$ cat src/rtl/dff_pc_arb_pkg.sv
// rtl/dff_pc_arb_pkg.sv - op encoding, FSM states and sequence length for dff_pc_arbiter
package dff_pc_arb_pkg;

  // Requester operation codes as presented on the op bus
  typedef enum logic [1:0] {
    OP_READ  = 2'b00,
    OP_LOAD  = 2'b01,
    OP_SET   = 2'b10,
    OP_CLEAR = 2'b11
  } op_e;

  // Transaction sequence; encodings are consecutive so the walk is a simple increment
  typedef enum logic [2:0] {
    ST_IDLE   = 3'd0,
    ST_GRANT  = 3'd1,
    ST_APPLY  = 3'd2,
    ST_SETTLE = 3'd3,
    ST_DONE   = 3'd4
  } state_e;

  // Cycles per serviced operation, IDLE included
  localparam int unsigned SEQ_LEN = 5;

  // True in the final state of the sequence
  function automatic logic is_last_state(input state_e s);
    return (int'(s) == int'(SEQ_LEN) - 1);
  endfunction

endpackage

$ cat src/rtl/dff_pc_arbiter_rr_arbiter.sv
// rtl/dff_pc_arbiter_rr_arbiter.sv - round-robin arbiter, pointer advances past the accepted winner
module rr_arbiter #(
  parameter int NREQ = 4,
  parameter int IW   = (NREQ > 1) ? $clog2(NREQ) : 1
) (
  input  logic            clk,
  input  logic            rst_n,
  input  logic [NREQ-1:0] req,
  input  logic            accept,
  output logic [NREQ-1:0] gnt,
  output logic [IW-1:0]   idx
);

  logic [IW-1:0] ptr_q;
  logic [IW-1:0] ptr_d;
  logic          found;

  function automatic int wrap(input int v);
    return (v >= NREQ) ? v - NREQ : v;
  endfunction

  // Search from the pointer upward, first requester found wins
  always_comb begin
    gnt   = '0;
    idx   = '0;
    found = 1'b0;
    for (int i = 0; i < NREQ; i++) begin
      if (!found && req[wrap(int'(ptr_q) + i)]) begin
        found                        = 1'b1;
        gnt[wrap(int'(ptr_q) + i)]   = 1'b1;
        idx                          = IW'(wrap(int'(ptr_q) + i));
      end
    end
  end

  // Next search starts just after the accepted winner
  always_comb begin
    ptr_d = ptr_q;
    if (accept) begin
      ptr_d = IW'(wrap(int'(idx) + 1));
    end
  end

  // Pointer register
  always_ff @(posedge clk or negedge rst_n) begin
    if (!rst_n) begin
      ptr_q <= '0;
    end else begin
      ptr_q <= ptr_d;
    end
  end

endmodule

$ cat src/rtl/dff_pc_arbiter.sv
// rtl/dff_pc_arbiter.sv - shares a preset/clear DFF bank among requesters; DFF_PC_ARB_CHECK_EN adds readback check
module dff_pc_arbiter
  import dff_pc_arb_pkg::*;
#(
  parameter int NREQ  = 4,
  parameter int WIDTH = 8
) (
  input  logic                  clk,
  input  logic                  rst_n,
  input  logic [NREQ-1:0]       req,
  input  logic [2*NREQ-1:0]     op,
  input  logic [WIDTH*NREQ-1:0] wdata,
  output logic [NREQ-1:0]       gnt,
  output logic [NREQ-1:0]       done,
  output logic [WIDTH-1:0]      rdata,
  output logic                  busy,
  output logic                  err,
  output logic [WIDTH-1:0]      reg_d,
  output logic [WIDTH-1:0]      reg_p,
  output logic [WIDTH-1:0]      reg_c,
  input  logic [WIDTH-1:0]      reg_q
);

  localparam int IW = (NREQ > 1) ? $clog2(NREQ) : 1;

  state_e            state_q, state_d;
  logic [NREQ-1:0]   gnt_q, gnt_d;
  logic [IW-1:0]     idx_q, idx_d;
  op_e               op_q, op_d;
  logic [WIDTH-1:0]  wdata_q, wdata_d;
  logic [WIDTH-1:0]  reg_p_q, reg_p_d;
  logic [WIDTH-1:0]  reg_c_q, reg_c_d;
  logic [NREQ-1:0]   done_q, done_d;
  logic [WIDTH-1:0]  rdata_q, rdata_d;
  logic              busy_q, busy_d;

  logic              accept;
  logic [NREQ-1:0]   arb_gnt;
  logic [IW-1:0]     arb_idx;
  op_e               win_op;
  logic [WIDTH-1:0]  win_wdata;

  assign accept    = (state_q == ST_IDLE) && (|req);
  assign win_op    = op_e'(op[2*int'(idx_q) +: 2]);
  assign win_wdata = wdata[WIDTH*int'(idx_q) +: WIDTH];

  rr_arbiter #(
    .NREQ (NREQ),
    .IW   (IW)
  ) u_rr_arbiter (
    .clk    (clk),
    .rst_n  (rst_n),
    .req    (req),
    .accept (accept),
    .gnt    (arb_gnt),
    .idx    (arb_idx)
  );

  // FSM state register
  always_ff @(posedge clk or negedge rst_n) begin
    if (!rst_n) begin
      state_q <= ST_IDLE;
    end else begin
      state_q <= state_d;
    end
  end

  // FSM next state: leave IDLE on any request, then walk the fixed sequence
  always_comb begin
    state_d = state_q;
    if (state_q == ST_IDLE) begin
      if (|req) state_d = ST_GRANT;
    end else if (is_last_state(state_q)) begin
      state_d = ST_IDLE;
    end else if (state_q == ST_GRANT || state_q == ST_APPLY || state_q == ST_SETTLE) begin
      state_d = state_e'(state_q + 3'd1);
    end else begin
      state_d = ST_IDLE;
    end
  end

  // FSM outputs: next values of the registered outputs and the latched operation
  always_comb begin
    gnt_d   = gnt_q;
    idx_d   = idx_q;
    op_d    = op_q;
    wdata_d = wdata_q;
    reg_p_d = '0;
    reg_c_d = '0;
    done_d  = '0;
    rdata_d = rdata_q;
    busy_d  = (state_d != ST_IDLE);
    case (state_q)
      ST_IDLE: begin
        if (accept) begin
          gnt_d = arb_gnt;
          idx_d = arb_idx;
        end
      end
      ST_GRANT: begin
        // Latch the winner's request; P/C are prepared now so they are live during APPLY
        op_d    = win_op;
        wdata_d = win_wdata;
        if (win_op == OP_SET)   reg_p_d = win_wdata;
        if (win_op == OP_CLEAR) reg_c_d = win_wdata;
      end
      ST_SETTLE: begin
        done_d  = gnt_q;
        rdata_d = reg_q;
      end
      ST_DONE: begin
        gnt_d = '0;
      end
      default: begin
      end
    endcase
  end

  // Datapath and output registers; reset drops P/C at once
  always_ff @(posedge clk or negedge rst_n) begin
    if (!rst_n) begin
      gnt_q   <= '0;
      idx_q   <= '0;
      op_q    <= OP_READ;
      wdata_q <= '0;
      reg_p_q <= '0;
      reg_c_q <= '0;
      done_q  <= '0;
      rdata_q <= '0;
      busy_q  <= 1'b0;
    end else begin
      gnt_q   <= gnt_d;
      idx_q   <= idx_d;
      op_q    <= op_d;
      wdata_q <= wdata_d;
      reg_p_q <= reg_p_d;
      reg_c_q <= reg_c_d;
      done_q  <= done_d;
      rdata_q <= rdata_d;
      busy_q  <= busy_d;
    end
  end

  // Bank d input recirculates Q except while a LOAD is being applied
  always_comb begin
    reg_d = reg_q;
    if (state_q == ST_APPLY && op_q == OP_LOAD) begin
      reg_d = wdata_q;
    end
  end

  assign gnt   = gnt_q;
  assign done  = done_q;
  assign rdata = rdata_q;
  assign busy  = busy_q;
  assign reg_p = reg_p_q;
  assign reg_c = reg_c_q;

`ifdef DFF_PC_ARB_CHECK_EN
  logic err_q, err_d;
  logic mismatch;

  // Compare the settled bank against what the latched op should have produced
  always_comb begin
    mismatch = 1'b0;
    case (op_q)
      OP_LOAD:  mismatch = (reg_q != wdata_q);
      OP_SET:   mismatch = ((reg_q & wdata_q) != wdata_q);
      OP_CLEAR: mismatch = ((reg_q & wdata_q) != '0);
      default:  mismatch = 1'b0;
    endcase
    err_d = err_q | ((state_q == ST_DONE) && mismatch);
  end

  // Sticky error flag, cleared only by reset
  always_ff @(posedge clk or negedge rst_n) begin
    if (!rst_n) begin
      err_q <= 1'b0;
    end else begin
      err_q <= err_d;
    end
  end

  assign err = err_q;
`else
  assign err = 1'b0;
`endif

endmodule
$ cat config.mk
export PLATFORM = sky130hd
export DESIGN_NAME = dff_pc_arbiter
export DESIGN_NICKNAME = d
export VERILOG_FILES = /design/src/rtl/dff_pc_arb_pkg.sv /design/src/rtl/dff_pc_arbiter_rr_arbiter.sv /design/src/rtl/dff_pc_arbiter.sv
export SDC_FILE = /design/constraint.sdc
export NUM_CORES = 1
export LEC_CHECK = 0
export CORE_UTILIZATION = 30
export DETAILED_ROUTE_END_ITERATION = 12
export GPL_TIMING_DRIVEN = 0
export PLACE_DENSITY_LB_ADDON = 0.2
export SETUP_SLACK_MARGIN = 0.05
export SLEW_MARGIN = 10
export SYNTH_ARGS = -nofsm -noshare
export SYNTH_HDL_FRONTEND = slang
export SYNTH_HIERARCHICAL = 1
export SYNTH_SLANG_ARGS = --single-unit
$ cat constraint.sdc
create_clock -name clk -period 3.4 [get_ports clk]
set_clock_uncertainty 0.2 [all_clocks]
set_input_delay 0.51 -clock clk [delete_from_list [all_inputs] [get_ports clk]]
set_output_delay 0.51 -clock clk [all_outputs]
set_load 0.005 [all_outputs]
==> results of run 1 <==
-- routing by layer --
layer	vias to the layer above	GRT usage, %
met5	-	0
met4	0	3.567
met3	2	2.913
met2	62	25.34
met1	1060	18.19
li1	1102	-
-- power by group through the flow --
stage	clock network, mW	logic (mW)	registers [mW]
2_1_floorplan	0	1.31	0.955
3_3_place_gp	0	1.92	0.973
3_5_place_dp	0	1.96	0.978
4_1_cts	0.452	1.96	0.968
5_1_grt	0.481	2.14	0.992
6_report	0.437	1.93	0.963
-- flip-flops by register name, summed over array words and instances (netlist names), 2 cells and up, named ones only --
| signal | count |
|---|---|
| reg_c | 8 |
| reg_p | 8 |
| rdata | 8 |
| state_q | 3 |
| wdata_q | 8 |
| done | 4 |
| op_q | 2 |
| idx_q | 2 |
| gnt | 4 |
-- cell usage in the layout (no fill, tap or decap), types with 6 or more instances in the layout --
master           Yosys  layout
ha_1                13      13
mux2i_1             30      30
dfrtp_1             50      50
o21ai_0              7       7
clkdlybuf4s50_1      0      93
a22oi_1             12      12
inv_1               21      21
nor3_1              18      18
buf_2                5       6
mux2_2              29      29
-- final timing paths --
path / endpoint / slack, ps
worst max-delay path: gnt[1] / 360
worst min-delay path: rdata[3] / 310
worst max register to register: gnt[1] / 360
worst min register to register: rdata[3] / 310
max in group asynchronous: gnt[2] / 1960
min in group asynchronous: reg_p[5] / 510
-- cell families after synthesis --
logic type	share of synthesized area [%]
flip-flops	42.55
buffers and inverters	6.127
other	0.1275
AO/OA/AOI/OAI	10.17
multiplexers	25.66
adder cells (fa/ha/maj)	5.532
XOR/XNOR	0.2979
AND/OR/NAND/NOR	9.532
-- what timing repair did --
action	4_1_cts	5_1_grt
hold buffers	1	0
hold endpoints to repair	22	0
resized for setup	0	0
-- metrics by stage --
stage | hold slack (ps) | setup slack [ps] | util (%) | std cells
after detailed placement | 294.4 | 230.8 | 43.30 | 473
after global placement | 288.0 | 135.0 | 43.14 | 472
after floorplan | 14.41 | 821.0 | - | 249
after global routing | 343.4 | 142.2 | 44.66 | 482
final | 313.0 | 362.9 | 44.66 | 482
after CTS | 317.5 | 346.7 | 44.66 | 482
-- area by class of cell --
class,instances,area (um2)
fill,932,5186
multi-input combinational,164,1509
sequential,50,1251
timing repair buffer,96,965.9
tap,129,161.4
buffer,14,101.3
inverter,21,78.83
clock buffer,5,68.82
clock inverter,3,48.80
==> metrics.csv, run 1 <==
metric,value,unit
outcome,"complete, no violations",
core area,0.009371,mm2
die area,0.01020,mm2
clock power share,13.1,%
Hold Startpoint,rdata[3],
r2r worst-path depth,10,
maximum vdd drop,0.4180,mV
Setup Buffers After CTS,0,
row cnt,35,
top_reg_cell synth,dfrtp_1,
Met2 Wirelength,3465,um
"Clk Latency, worst-skew pair",300,ps
wl on met1,3175,um
Synth top area share,42.55,%
CTS H-tree depth,2,
Die Span Y,101,um
"count leader, synth",dfrtp_1,
pin count of the biggest net entering global routing,29,
via count,2226,
register area share after synthesis,42.55,%
post-route ant nets,0,
post-synth cell types,48,
root buf cell,clkbuf_8,
metal3 WL,377,um
synth top area cells,"dfrtp_1, mux2_2, mux2i_1",
initial antenna violation count,0,
mean post-synth cell area,11.81,um2
Ys Warns,6,
CP Max Fanout,10,
Crit path depth,10,
Mapped Area,0.002940,mm2
max cap viols,0,
max frequency,329.3,MHz
Leakage,1.804,nW
share of layout cells above drive strength 1,18.41,%
critical path cell sequence,"buf_6, buf_2, inv_1, ha_1, mux4_2, nor3_1, a22oi_1, o21ai_0, a22oi_1, o22ai_1",
Max clock buf depth,2,
crit path launch type,register,
post-DR wirelength/cell,14.61,um
Total GRT Usage,14.46,%
Buffers on Ports,94,
Initial Util,31.38,%
pwr/cell area,796.7,mW/mm2
crit-path max cell delay,480,ps
Setup TNS,0,ps
DRC Markers,0,
post-route cell area,0.004185,mm2
sequential power share,28.9,%
CP Data Arrival Time,3060,ps
Crit. End Element,register,
Post-Synthesis Net Count,316,
gate count after technology mapping,249,
most frequent CP cell,a22oi_1,
DR vias/cell,4.618,
Final Max Tran Viols,0,
Pre-antenna DRT Iters,4,
Yosys reg bits,50,
Worst slew margin,64.36,%
DRT iter0 DRCs,48,
Area growth syn-to-layout,42.34,%
internal power,2.066,mW
Hold Crit Class,register to register,
fin nets,419,
GR Overflow Total,0,
first-pass GRT wire length,11370,um
asr flop ratio synth,100.0,%
Yosys top cell by area,dfrtp_1,
clock-pin slew of the registers on the worst-case setup and hold paths,100,ps
Post-synth EDFFs,0,
"Power, Total",3.335,mW
Min-Delay Path Depth,1,
vias in the first global route,2294,
Worst-Margin Slew,534.5,ps
endpoints failing setup,0,
"top cells by count, synth","dfrtp_1, mux2i_1, mux2_2, inv_1, nor3_1",
RSZ-0062 raised after global routing,false,
Clock Sinks,50,
Die X,101,um
Crit Path Class,register to register,
critical path's top delay family,buffers and inverters,
CP Buf/Inv Count,3,
io pins,96,
"Req. time, crit path",3430,ps
switch share,38.04,%
DP Wirelength,5403,um
"wirelength, routed",7043,um
"slowest stage cell, crit path",mux4_2,
CTS tree,built,
Final Critical Period,3037,ps
ANT cells,0,
net switching power figure,1.268,mW
Inserted Clock Buffers,5,
Placer Congestion,0.7715,
placed cell areas,0.004058,mm2
Tcrit/Tclk final,89.33,%
final hold violations,0,
top layer in use,met4,
logic gate share of total power,58.0,%
Note: power is estimated with default switching activity, not from simulation.
==> inputs of run 2 (changes only) <==
RECOVER_POWER = 100   (was default)
==> run 2 against run 1 <==
Power down 2.6%. Fmax is 3.0% lower. Core utilization decreased by 0.39 points. Worst setup slack worse by 93 ps. Global-route usage stayed put. Routed wire length is essentially flat.
==> metrics.csv, run 2 (synthesis results as in run 1) <==
metric,value,unit
fill count,942,
via count,2217,
Total GRT Usage,14.46,%
pwr/cell area,782.5,mW/mm2
"Req. time, crit path",2690,ps
switch share,38.59,%
Worst-Margin Slew,1190,ps
CP Max Fanout,10,
ANT cells,0,
Crit. End Element,primary output,
max cap viols,0,
final worst slack,269.4,ps
crit path launch,state_q[2],
Placement Setup Slack,230.8,ps
wl on met1,3181,um
Met2 Wirelength,3447,um
reg-to-reg critical path endpoint,gnt[1],
core area,0.009371,mm2
critical path cell sequence,"clkbuf_1, inv_1, and4_1, clkbuf_2, mux2_2, dlygate4sd3_1",
Final Max Tran Viols,0,
Reg2Reg Setup Slack,300,ps
Hold Path End,rdata[3],
logic gate share of total power,57.1,%
most frequent cells in the layout,"clkdlybuf4s50_1, dfrtp_1, dlygate4sd3_1",
"most common cell after layout, fill and taps aside",clkdlybuf4s50_1,
top layer in use,met4,
post-route ant nets,0,
multi-input combinational cell area,0.001495,mm2
maximum vdd drop,0.4001,mV
Max clock buf depth,2,
initial antenna violation count,0,
endpoints failing setup,0,
CP Buf/Inv Count,4,
Area growth syn-to-layout,41.11,%
clock power share,13.5,%
first-pass GRT wire length,11370,um
post-DR wirelength/cell,14.60,um
CTS H-tree depth,2,
CP Data Arrival Time,2420,ps
"Power, Total",3.247,mW
Inserted Clock Buffers,5,
sequential power share,29.5,%
Min-Delay Path Depth,1,
share of layout cells above drive strength 1,16.71,%
Clock Sinks,50,
Buffers on Ports,94,
Placer Congestion,0.7715,
io pins,96,
row cnt,35,
final cell count without fillers,482,
DP Wirelength,5403,um
Worst slew margin,20.70,%
CTS tree,built,
r2r worst-path depth,10,
die area,0.01020,mm2
metal3 WL,384,um
clock-pin slew of the registers on the worst-case setup and hold paths,90,ps
Hold Startpoint,rdata[3],
root buf cell,clkbuf_8,
critical path's top delay family,buffers and inverters,
"wirelength, routed",7037,um
RSZ-0062 raised after global routing,false,
Die Span Y,101,um
Setup Buffers After CTS,0,
internal power,1.994,mW
Leakage,1.858,nW
"Clk Latency, worst-skew pair",300,ps
Final Critical Period,3131,ps
pin count of the biggest net entering global routing,29,
GR Overflow Total,0,
"slowest stage cell, crit path",dlygate4sd3_1,
Tcrit/Tclk final,92.08,%
placed cell count,473,
vias in the first global route,2294,
Initial Util,31.38,%
DRC Markers,0,
Die X,101,um
fin nets,419,
crit-path max cell delay,570,ps
Pre-antenna DRT Iters,4,
DR vias/cell,4.600,
max frequency,319.4,MHz
net switching power figure,1.253,mW
Hold Crit Class,register to register,
DRT iter0 DRCs,41,
"Core Util, Final",44.27,%
final hold violations,0,
crit path launch type,register,
Crit Path Class,register to primary output,
Setup TNS,0,ps
outcome,"complete, no violations",
Register Area,0.001251,mm2
[run 2: metal layers]
layer	vias to the layer above	track usage (%)
li1	1102	-
met1	1051	18.19
met2	62	25.34
met3	2	2.913
met4	0	3.567
met5	-	0
[run 2: power by group through the flow]
stage / Clock (mW) / Sequential (mW) / Combinational (mW)
after floorplan: 0 / 0.955 / 1.31
after global placement: 0 / 0.973 / 1.92
after detailed placement: 0 / 0.978 / 1.96
after CTS: 0.452 / 0.968 / 1.96
after global routing: 0.481 / 0.987 / 2.05
final: 0.437 / 0.957 / 1.85
[run 2: worst reg2reg max path, cell delays in order, from the launching register on]
cell	delay [ps]
dfrtp_1	470
buf_6	160
buf_2	210
inv_1	120
ha_1	440
mux4_2	460
nor2b_1	380
a22oi_1	110
o21ai_0	240
a22oi_1	100
o22ai_1	140
[run 2: cell type report]
type                    instances  share of cell area (%)
multi-input cells             164                   36.04
flip-flops and latches         50                   30.16
repair buffers                 96                   22.89
well taps                     129                   3.890
plain buffers                  14                   2.292
inverters                      21                   1.900
clock buffers                   5                   1.659
clock inverters                 3                   1.176
[run 2: what timing repair did]
item,4_1_cts,5_1_grt
gates resized for setup,0,0
hold endpoints to repair,22,0
hold buffers,1,0
[run 2: per-stage QoR]
| step | area [um2] | hold WS, ps |
|---|---|---|
| after CTS | 4185 | 317.5 |
| after global placement | 4043 | 288.0 |
| after global routing | 4149 | 337.6 |
| final | 4149 | 308.0 |
| after detailed placement | 4058 | 294.4 |
| after floorplan | 2940 | 14.41 |
[run 2: worst max-delay path by stage]
stage | to | depth (start not counted)
2_1_floorplan | gnt[0] | 10
3_3_place_gp | done[1] | 1
3_5_place_dp | gnt[1] | 9
4_1_cts | gnt[1] | 10
5_1_grt | reg_d[6] | 6
6_report | reg_d[6] | 6
